[src/rtl/wb_pkg.sv]
// wb_pkg: shared definitions for the registered MIPS write-back stage.
//   SZ_*        load-size encodings carried on in_c_size
//   wb_state_t  write-back sequencer states
//   wb_ld_ctrl_t control bits captured with a load while its data is pending
package wb_pkg;

    localparam logic [1:0] SZ_BYTE  = 2'b00;
    localparam logic [1:0] SZ_HALF  = 2'b01;
    localparam logic [1:0] SZ_WORD  = 2'b10;
    localparam logic [1:0] SZ_DWORD = 2'b11;

    typedef enum logic [1:0] {
        IDLE      = 2'b00,
        WAIT_LOAD = 2'b01,
        HALTED    = 2'b10
    } wb_state_t;

    typedef struct packed {
        logic       reg_write;
        logic       sign;
        logic       halt;
        logic [1:0] size;
    } wb_ld_ctrl_t;

endpackage

[src/rtl/wb_load_align.sv]
// wb_load_align: combinational sub-word load alignment and extension.
// Ports:
//   rdata   [DATA_W-1:0]  raw data returned by the data memory
//   addr_lo [AW-1:0]      byte offset of the access within the data word
//   size    [1:0]         SZ_BYTE / SZ_HALF / SZ_WORD / SZ_DWORD
//   sign                  1: sign-extend, 0: zero-extend
//   ext     [DATA_W-1:0]  aligned, extended load value
module wb_load_align
    import wb_pkg::*;
#(
    parameter  int unsigned DATA_W = 32,
    localparam int unsigned AW     = $clog2(DATA_W / 8)
) (
    input  logic [DATA_W-1:0] rdata,
    input  logic [AW-1:0]     addr_lo,
    input  logic [1:0]        size,
    input  logic              sign,
    output logic [DATA_W-1:0] ext
);

    logic [AW-1:0]     off;
    logic [DATA_W-1:0] sh;
    logic [DATA_W-1:0] word_ext;

    // Offset forced to the natural alignment of the access size.
    // Dword never shifts; on a 32-bit datapath a word offset is always 0 too.
    always_comb begin
        off = '0;
        case (size)
            SZ_BYTE: off = addr_lo;
            SZ_HALF: off = addr_lo & ~AW'(1);
            SZ_WORD: off = addr_lo & ~AW'(3);
            default: off = '0;
        endcase
    end

    assign sh = rdata >> {off, 3'b000};

    assign word_ext = sign ? DATA_W'($signed(sh[31:0])) : DATA_W'(sh[31:0]);

    // Extension from the access width; dword on a 32-bit datapath acts as word.
    always_comb begin
        ext = '0;
        case (size)
            SZ_BYTE: ext = sign ? DATA_W'($signed(sh[7:0]))  : DATA_W'(sh[7:0]);
            SZ_HALF: ext = sign ? DATA_W'($signed(sh[15:0])) : DATA_W'(sh[15:0]);
            SZ_WORD: ext = word_ext;
            default: ext = (DATA_W == 64) ? sh : word_ext;
        endcase
    end

endmodule

[src/rtl/wb_stage_pipe.sv]
// wb_stage_pipe: registered MIPS write-back stage with valid/ready intake,
// variable-latency load wait, sub-word load alignment and sticky halt.
// Optional feature macro: WB_RETIRE_CNT_EN (saturating retire counter;
// when undefined retire_count is tied to 0).
// Ports:
//   clk, rst            clock, synchronous active-high reset
//   in_valid/in_ready   MEM-stage handshake (in_ready only in IDLE)
//   in_alu_out          ALU result
//   in_pc_plus4         link value, zero-extended
//   in_addr_lo          load byte offset
//   in_reg_to_write     destination register index
//   in_c_*              control bits (data_source=1 is a load, jump!=0 links)
//   mem_rvalid/rdata    load data return, sampled only while waiting
//   wb_result           register-file write data
//   wb_reg_to_write     register-file write index
//   wb_reg_write        one-cycle write strobe (never for $0)
//   wb_stall            high while a load is outstanding
//   wb_halt             sticky halt flag
//   retire_count        retired-instruction count
module wb_stage_pipe
    import wb_pkg::*;
#(
    parameter  int unsigned DATA_W = 32,
    parameter  int unsigned REG_AW = 5,
    parameter  int unsigned CNT_W  = 32,
    localparam int unsigned AW     = $clog2(DATA_W / 8)
) (
    input  logic              clk,
    input  logic              rst,
    input  logic              in_valid,
    output logic              in_ready,
    input  logic [DATA_W-1:0] in_alu_out,
    input  logic [31:0]       in_pc_plus4,
    input  logic [AW-1:0]     in_addr_lo,
    input  logic [REG_AW-1:0] in_reg_to_write,
    input  logic              in_c_reg_write,
    input  logic              in_c_data_source,
    input  logic              in_c_sign,
    input  logic              in_c_halt,
    input  logic [1:0]        in_c_jump,
    input  logic [1:0]        in_c_size,
    input  logic              mem_rvalid,
    input  logic [DATA_W-1:0] mem_rdata,
    output logic [DATA_W-1:0] wb_result,
    output logic [REG_AW-1:0] wb_reg_to_write,
    output logic              wb_reg_write,
    output logic              wb_stall,
    output logic              wb_halt,
    output logic [CNT_W-1:0]  retire_count
);

    wb_state_t         state_q, state_d;
    logic [DATA_W-1:0] result_q, result_d;
    logic [REG_AW-1:0] rd_q, rd_d;
    logic              we_q, we_d;
    wb_ld_ctrl_t       ld_ctrl_q, ld_ctrl_d;
    logic [AW-1:0]     ld_addr_q, ld_addr_d;
    logic [REG_AW-1:0] ld_rd_q, ld_rd_d;
    logic [DATA_W-1:0] align_data;
    logic              is_load_c;

    // A jump always links, even if data_source is set.
    assign is_load_c = (in_c_jump == 2'b00) && in_c_data_source;

    wb_load_align #(
        .DATA_W (DATA_W)
    ) u_align (
        .rdata   (mem_rdata),
        .addr_lo (ld_addr_q),
        .size    (ld_ctrl_q.size),
        .sign    (ld_ctrl_q.sign),
        .ext     (align_data)
    );

    // Sequencer next-state and write-back slot computation.
    // Result/index only update when a strobe will fire, so they hold otherwise.
    always_comb begin
        state_d   = state_q;
        result_d  = result_q;
        rd_d      = rd_q;
        we_d      = 1'b0;
        ld_ctrl_d = ld_ctrl_q;
        ld_addr_d = ld_addr_q;
        ld_rd_d   = ld_rd_q;

        case (state_q)
            IDLE: begin
                if (in_valid) begin
                    if (is_load_c) begin
                        ld_ctrl_d = '{reg_write: in_c_reg_write,
                                      sign:      in_c_sign,
                                      halt:      in_c_halt,
                                      size:      in_c_size};
                        ld_addr_d = in_addr_lo;
                        ld_rd_d   = in_reg_to_write;
                        state_d   = WAIT_LOAD;
                    end else begin
                        we_d = in_c_reg_write && (in_reg_to_write != '0);
                        if (we_d) begin
                            result_d = (in_c_jump != 2'b00) ? DATA_W'(in_pc_plus4)
                                                            : in_alu_out;
                            rd_d     = in_reg_to_write;
                        end
                        if (in_c_halt) begin
                            state_d = HALTED;
                        end
                    end
                end
            end
            WAIT_LOAD: begin
                if (mem_rvalid) begin
                    we_d = ld_ctrl_q.reg_write && (ld_rd_q != '0);
                    if (we_d) begin
                        result_d = align_data;
                        rd_d     = ld_rd_q;
                    end
                    state_d = ld_ctrl_q.halt ? HALTED : IDLE;
                end
            end
            HALTED: begin
                state_d = HALTED;
            end
            default: begin
                state_d = IDLE;
            end
        endcase
    end

    // State and write-back registers.
    always_ff @(posedge clk) begin
        if (rst) begin
            state_q   <= IDLE;
            result_q  <= '0;
            rd_q      <= '0;
            we_q      <= 1'b0;
            ld_ctrl_q <= '0;
            ld_addr_q <= '0;
            ld_rd_q   <= '0;
        end else begin
            state_q   <= state_d;
            result_q  <= result_d;
            rd_q      <= rd_d;
            we_q      <= we_d;
            ld_ctrl_q <= ld_ctrl_d;
            ld_addr_q <= ld_addr_d;
            ld_rd_q   <= ld_rd_d;
        end
    end

    assign in_ready        = (state_q == IDLE);
    assign wb_stall        = (state_q == WAIT_LOAD);
    assign wb_halt         = (state_q == HALTED);
    assign wb_result       = result_q;
    assign wb_reg_to_write = rd_q;
    assign wb_reg_write    = we_q;

`ifdef WB_RETIRE_CNT_EN
    logic             retire_c;
    logic [CNT_W-1:0] cnt_q;

    // A slot completes on every non-load transfer and every load data return.
    assign retire_c = ((state_q == IDLE) && in_valid && !is_load_c) ||
                      ((state_q == WAIT_LOAD) && mem_rvalid);

    // Saturating count, updated on the same edge that registers the slot.
    always_ff @(posedge clk) begin
        if (rst) begin
            cnt_q <= '0;
        end else if (retire_c && (cnt_q != {CNT_W{1'b1}})) begin
            cnt_q <= cnt_q + CNT_W'(1);
        end
    end

    assign retire_count = cnt_q;
`else
    assign retire_count = '0;
`endif

endmodule

[config.mk]
export PLATFORM = sky130hd
export DESIGN_NAME = wb_stage_pipe
export DESIGN_NICKNAME = d
export VERILOG_FILES = /design/src/rtl/wb_pkg.sv /design/src/rtl/wb_load_align.sv /design/src/rtl/wb_stage_pipe.sv
export SDC_FILE = /design/constraint.sdc
export NUM_CORES = 1
export LEC_CHECK = 0
export CAP_MARGIN = 20
export CORE_ASPECT_RATIO = 0.7
export CORE_UTILIZATION = 40
export CTS_CLUSTER_DIAMETER = 60
export DETAILED_ROUTE_END_ITERATION = 10
export PLACE_DENSITY_LB_ADDON = 0.1
export SLEW_MARGIN = 20
export SYNTH_ARGS = -nofsm -noshare
export SYNTH_HDL_FRONTEND = slang
export SYNTH_SLANG_ARGS = --single-unit
[constraint.sdc]
create_clock -name clk -period 2.57 [get_ports clk]
set_input_delay 0.514 -clock clk [delete_from_list [all_inputs] [get_ports clk]]
set_output_delay 0.514 -clock clk [all_outputs]
set_load 0.03 [all_outputs]
Word-level counts from Yosys, hierarchy flattened
Cells that the tools add are included.

storage, ports and cells
  bits in registers = 52
  bits in latches = 0
  bits in writable memories = 0
  ROM bits = 0
  input port bits = 115
  output and inout port bits = 73
  logic and storage cells = 60
  memories = 0

operators by class
  add/sub/neg operators = 0
  multipliers = 0
  divide/modulo/power cells = 0
  $lt $le $gt $ge = 0
  equality and inequality tests = 9
  shift operators = 1
  muxes and demuxes = 27
  bitwise gates (word level) = 0
  reduce and logical (&&, ||, !) cells = 13

operator list
  kind                  count
  $mux W32              8
  $pmux W32 S2          2
  $shr A32 B5 Y32       1
  $mux W5               5
  $mux W2               5
  $pmux W5 S2           1
  $reduce_bool A5 Y1    2
  $logic_not A2 Y1      3
  $ne A2 B2 Y1 const B  3
  $pmux W2 S3           1
  $reduce_and A3 Y1     2
  $reduce_and A6 Y1     1
  $eq A2 B1 Y1 const B  2
  $ne A2 B1 Y1 const B  2
  $pmux W2 S2           1
  $reduce_bool A2 Y1    2
  $logic_and A1 B1 Y1   3
  $mux W1               3
  $ne A3 B1 Y1 const B  1
  $eq A2 B2 Y1 const B  1
  $pmux W1 S2           1

Depth between registers and ports, before layout
  word-level depth = 8
  gate-level depth with buffers = 8
  mapped depth without buffers = 6

Hierarchy
From an unflattened synthesis, not the netlist that was laid out.

unflattened totals
  cell total of the unflattened synthesis = 476
  area, all modules = 3,880.0 um^2

modules (own cells, without submodules)
  module         times used  cells each  area an instance (um^2)  sequential area each (um^2)
  wb_stage_pipe  1           381         3,125.5                  1,041.0
  wb_load_align  1           95          754.5                    0.0

Worst setup path after synthesis
No wires, ideal clock.

  path type = input port to flip-flop
  start = in in_reg_to_write[4]
  end = reg result_q[21] (netlist: wb_result[21])
  setup time = 142 ps
  arrival time = 1,789 ps
  required time = 2,428 ps
  setup slack = 640 ps
  stages = 7
  path buffers = 2
  cells stage by stage = or4_1 o21ai_1 a21oi_2 buf_6 buf_2 nor2_1 a211oi_2

between the ends
  longest elaborated chain between the ends = 4

ends and longest elaborated chain
  what                                line                  source
  start, declared                     wb_stage_pipe.sv:35   input logic [REG_AW-1:0] in_reg_to_write,
  $reduce_bool A5 Y1                  wb_stage_pipe.sv:98   we_d = in_c_reg_write && (in_reg_to_write != '0);
  $logic_and A1 B1 Y1                 wb_stage_pipe.sv:98
  $ne A2 B1 Y1 (no source line)       -
  $reduce_and A6 Y1 (no source line)  -
  end signal, assigned                wb_stage_pipe.sv:141  result_q <= result_d;
  end, declared                       wb_stage_pipe.sv:53   logic [DATA_W-1:0] result_q, result_d;

No other way between the ends.
A chain may end at the register's enable or synchronous reset.

Final worst setup path
  start = reg state_q[1]
  end = out wb_halt

between the ends
  longest elaborated chain between the ends = 1

ends and longest elaborated chain
  what                    line                  source
  start, declared         wb_stage_pipe.sv:52   wb_state_t state_q, state_d;
  start signal, assigned  wb_stage_pipe.sv:140  state_q <= state_d;
  $eq A2 B2 Y1            wb_stage_pipe.sv:152  assign wb_halt = (state_q == HALTED);
  end, declared           wb_stage_pipe.sv:48   output logic wb_halt,

No other way between the ends.

==> reports/results.ini <==
[timing]
rsz0062_at_grt=no
fin_setup_tns_ps=0
period_minus_slack_ps=2200
clock_skew_ps=7.07
min_period_over_period_pct=85.7
tightestPinTransition_ps=689
hold_violations=0
slew_violations=0
slew_headroom_pct=53.9
finalSetupViolations=0
clock.fmax_mhz=454

[pwr]
p_clk_share_pct=27.9
combPwrFrac_pct=33.8
switching_share_pct=32.4
power.share.sequential_pct=38.3
p_int_w=0.00158
cellPowerDensity_mw_per_mm2=450
p_leak_nw=1.93
p_switching_w=0.000756
peakVddDrop_v=0.000288

[yosys]
yosysTopAreaCell=dfxtp_1
synth_common_cells=78 x nand2_1, 52 x dfxtp_1, 42 x a21oi_1
yosysMostFrequentCell=nand2_1
synth_top_cell_area_share_pct=29.7
synthArstFlopShare_pct=0
ys_top_cells_by_area=dfxtp_1 30%, nand2_1 8.4%, buf_4 7.3%
synth.avg_cell_area_um2=7.71
synth.distinct_cells=44
synth-seq-cells=52
synthesis.area_mm2=0.00350
syn_inst=454
synth_seq_area_share_pct=29.7
synth_edf_count=0
synth-main-ff-cell=dfxtp_1
ys_warn_count=0

[detailed_routing]
drc=0
num_vias=3870
wire_per_inst_um=16.6
firstDrtPassIters=5
ant_nets=0
drt_wl_total_um=11800
drt-initial-drc-count=281
viasPerCell=5.44

[die]
die_area_mm2=0.00914
rows=28
ios=188
start_util_pct=41.3
die_w_um=114
die_h_um=80.3
core-area_mm2=0.00848

[clock_tree]
cts_root_buf=clkbuf_16
cts_resized=0
clock_sinks=52
post-cts-setup-buffers=0
htreeDepth=2
clock_latency_ps=290
cts_tree=done
numCtsBuffers=5
clk_pin_slew_ps=70
clockBufferDepth=2
hold_buffers=0

[finish]
final-seq-area_mm2=0.00104
diodes=0
finalNetCount=706
area_growth_pct=48.3
post-route-util_pct=61.3
multiInputGateArea_mm2=0.00213
drive_above_1_share_pct=8.29
fill_cells=789

[worst_setup_path]
crit_fanout=6
path_cells=inv_1 > nor2_1 > clkdlybuf4s50_1
crit_slowest_cell=clkdlybuf4s50_1
crit_required_ps=2060
slowest_delay_ps=680
r2r_cells=5
path_class=flop to primary output
start_kind=flop
endpoint_kind=primary output
arrival_ps=1690

[run_status]
status=completed

[placed_design]
hpwlAfterDp_um=9010
gp_congestion=0.820
io_buffers=155

[global_route]
grt_pass1_wl_um=18000
grt_pass1_vias=3392
grt_max_degree=58
track_usage_pct=25.5
antenna_found_initial=0
grt-ovfl-total=0

[run]
cap_violations=0

[worst_hold_path]
hp-class=flop to flop
hold_depth=2

kinds of logic after synthesis:
| kind of cell | share of synthesized area [%] |
|---|---|
| DFF | 29.7 |
| and+or+nand+nor | 16.8 |
| other | 0.107 |
| muxes | 8.25 |
| buffers and inverters | 13.1 |
| AOI/OAI and AO/OA | 32.0 |
worst paths after layout:
path	to	from	slack, ps
worst min register to register	wb_result[0]$_SDFFE_PP0P_	wb_result[0]$_SDFFE_PP0P_	450
worst max-delay path	wb_halt	state_q[1]$_SDFFE_PP0P_	370
worst min-delay path	wb_result[0]$_SDFFE_PP0P_	wb_result[0]$_SDFFE_PP0P_	450
worst max register to register	wb_result[22]$_SDFFE_PP0P_	ld_ctrl_q[0]$_SDFFE_PP0P_	560
flip-flops by register name, summed over array words and instances (netlist names):
signal and cells:
ld_addr_q 2, wb_reg_to_write 5, ld_ctrl_q 5, wb_reg_write 1
state_q 2, ld_rd_q 5, wb_result 32
final cells by class:
type | instances | share of cell area [%]
multi-input cells | 358 | 41.0
repair buffers | 171 | 33.2
flip-flops and latches | 52 | 20.0
well taps | 120 | 2.89
clock buffers | 5 | 2.41
clock inverters | 2 | 0.241
inverters | 3 | 0.217
layer usage:
metal	share of wire (%)	GRT usage, %	vias to the layer above
li1	-	-	1865
met1	46	36.8	1798
met2	43	38.9	196
met3	9.6	4.91	11
met4	1.1	5.71	0
met5	0	0	-
worst max-delay path, delay by kind of cell (launching register included):
kind,cells,cell delay (ps)
flip-flops,1,490
buffers and inverters,2,790
AND/OR/NAND/NOR,1,120
power by group through the flow:
stage | Sequential, W | Combinational, W | Clock (W)
after detailed placement | 0.000912 | 0.000785 | 0
after global placement | 0.000910 | 0.000773 | 0
after floorplan | 0.00100 | 0.000360 | 0
final | 0.000894 | 0.000789 | 0.000653
after CTS | 0.000894 | 0.000788 | 0.000659
after global routing | 0.000901 | 0.000842 | 0.000694
layout by cell type, fill, tap and decap left out, drive strengths merged, types with 3 or more instances in the layout:
| master | count |
|---|---|
| a211oi | 21 |
| nor2b | 4 |
| nand2b | 3 |
| dfxtp | 52 |
| nor2 | 38 |
| o211ai | 8 |
| inv | 3 |
| nand2 | 78 |
| conb | 32 |
| mux2i | 21 |
| o21ai | 40 |
| clkdlybuf4s50 | 153 |
| a311oi | 21 |
| a31oi | 7 |
| clkbuf | 5 |
| buf | 18 |
| a32oi | 14 |
| a21oi | 43 |
| mux2 | 7 |
through the flow:
stage                     power (W)  cell area [um^2]  hold slack, ps  cells  worst slack, ps
after floorplan             0.00136              3620             462    485              640
after global placement      0.00168              5060             444    704              143
after detailed placement    0.00170              5060             446    704             79.4
after CTS                   0.00234              5190             456    711              356
after global routing        0.00244              5190             466    711              262
final                       0.00234              5190             455    711              368
Note: power is estimated with default switching activity, not from simulation.
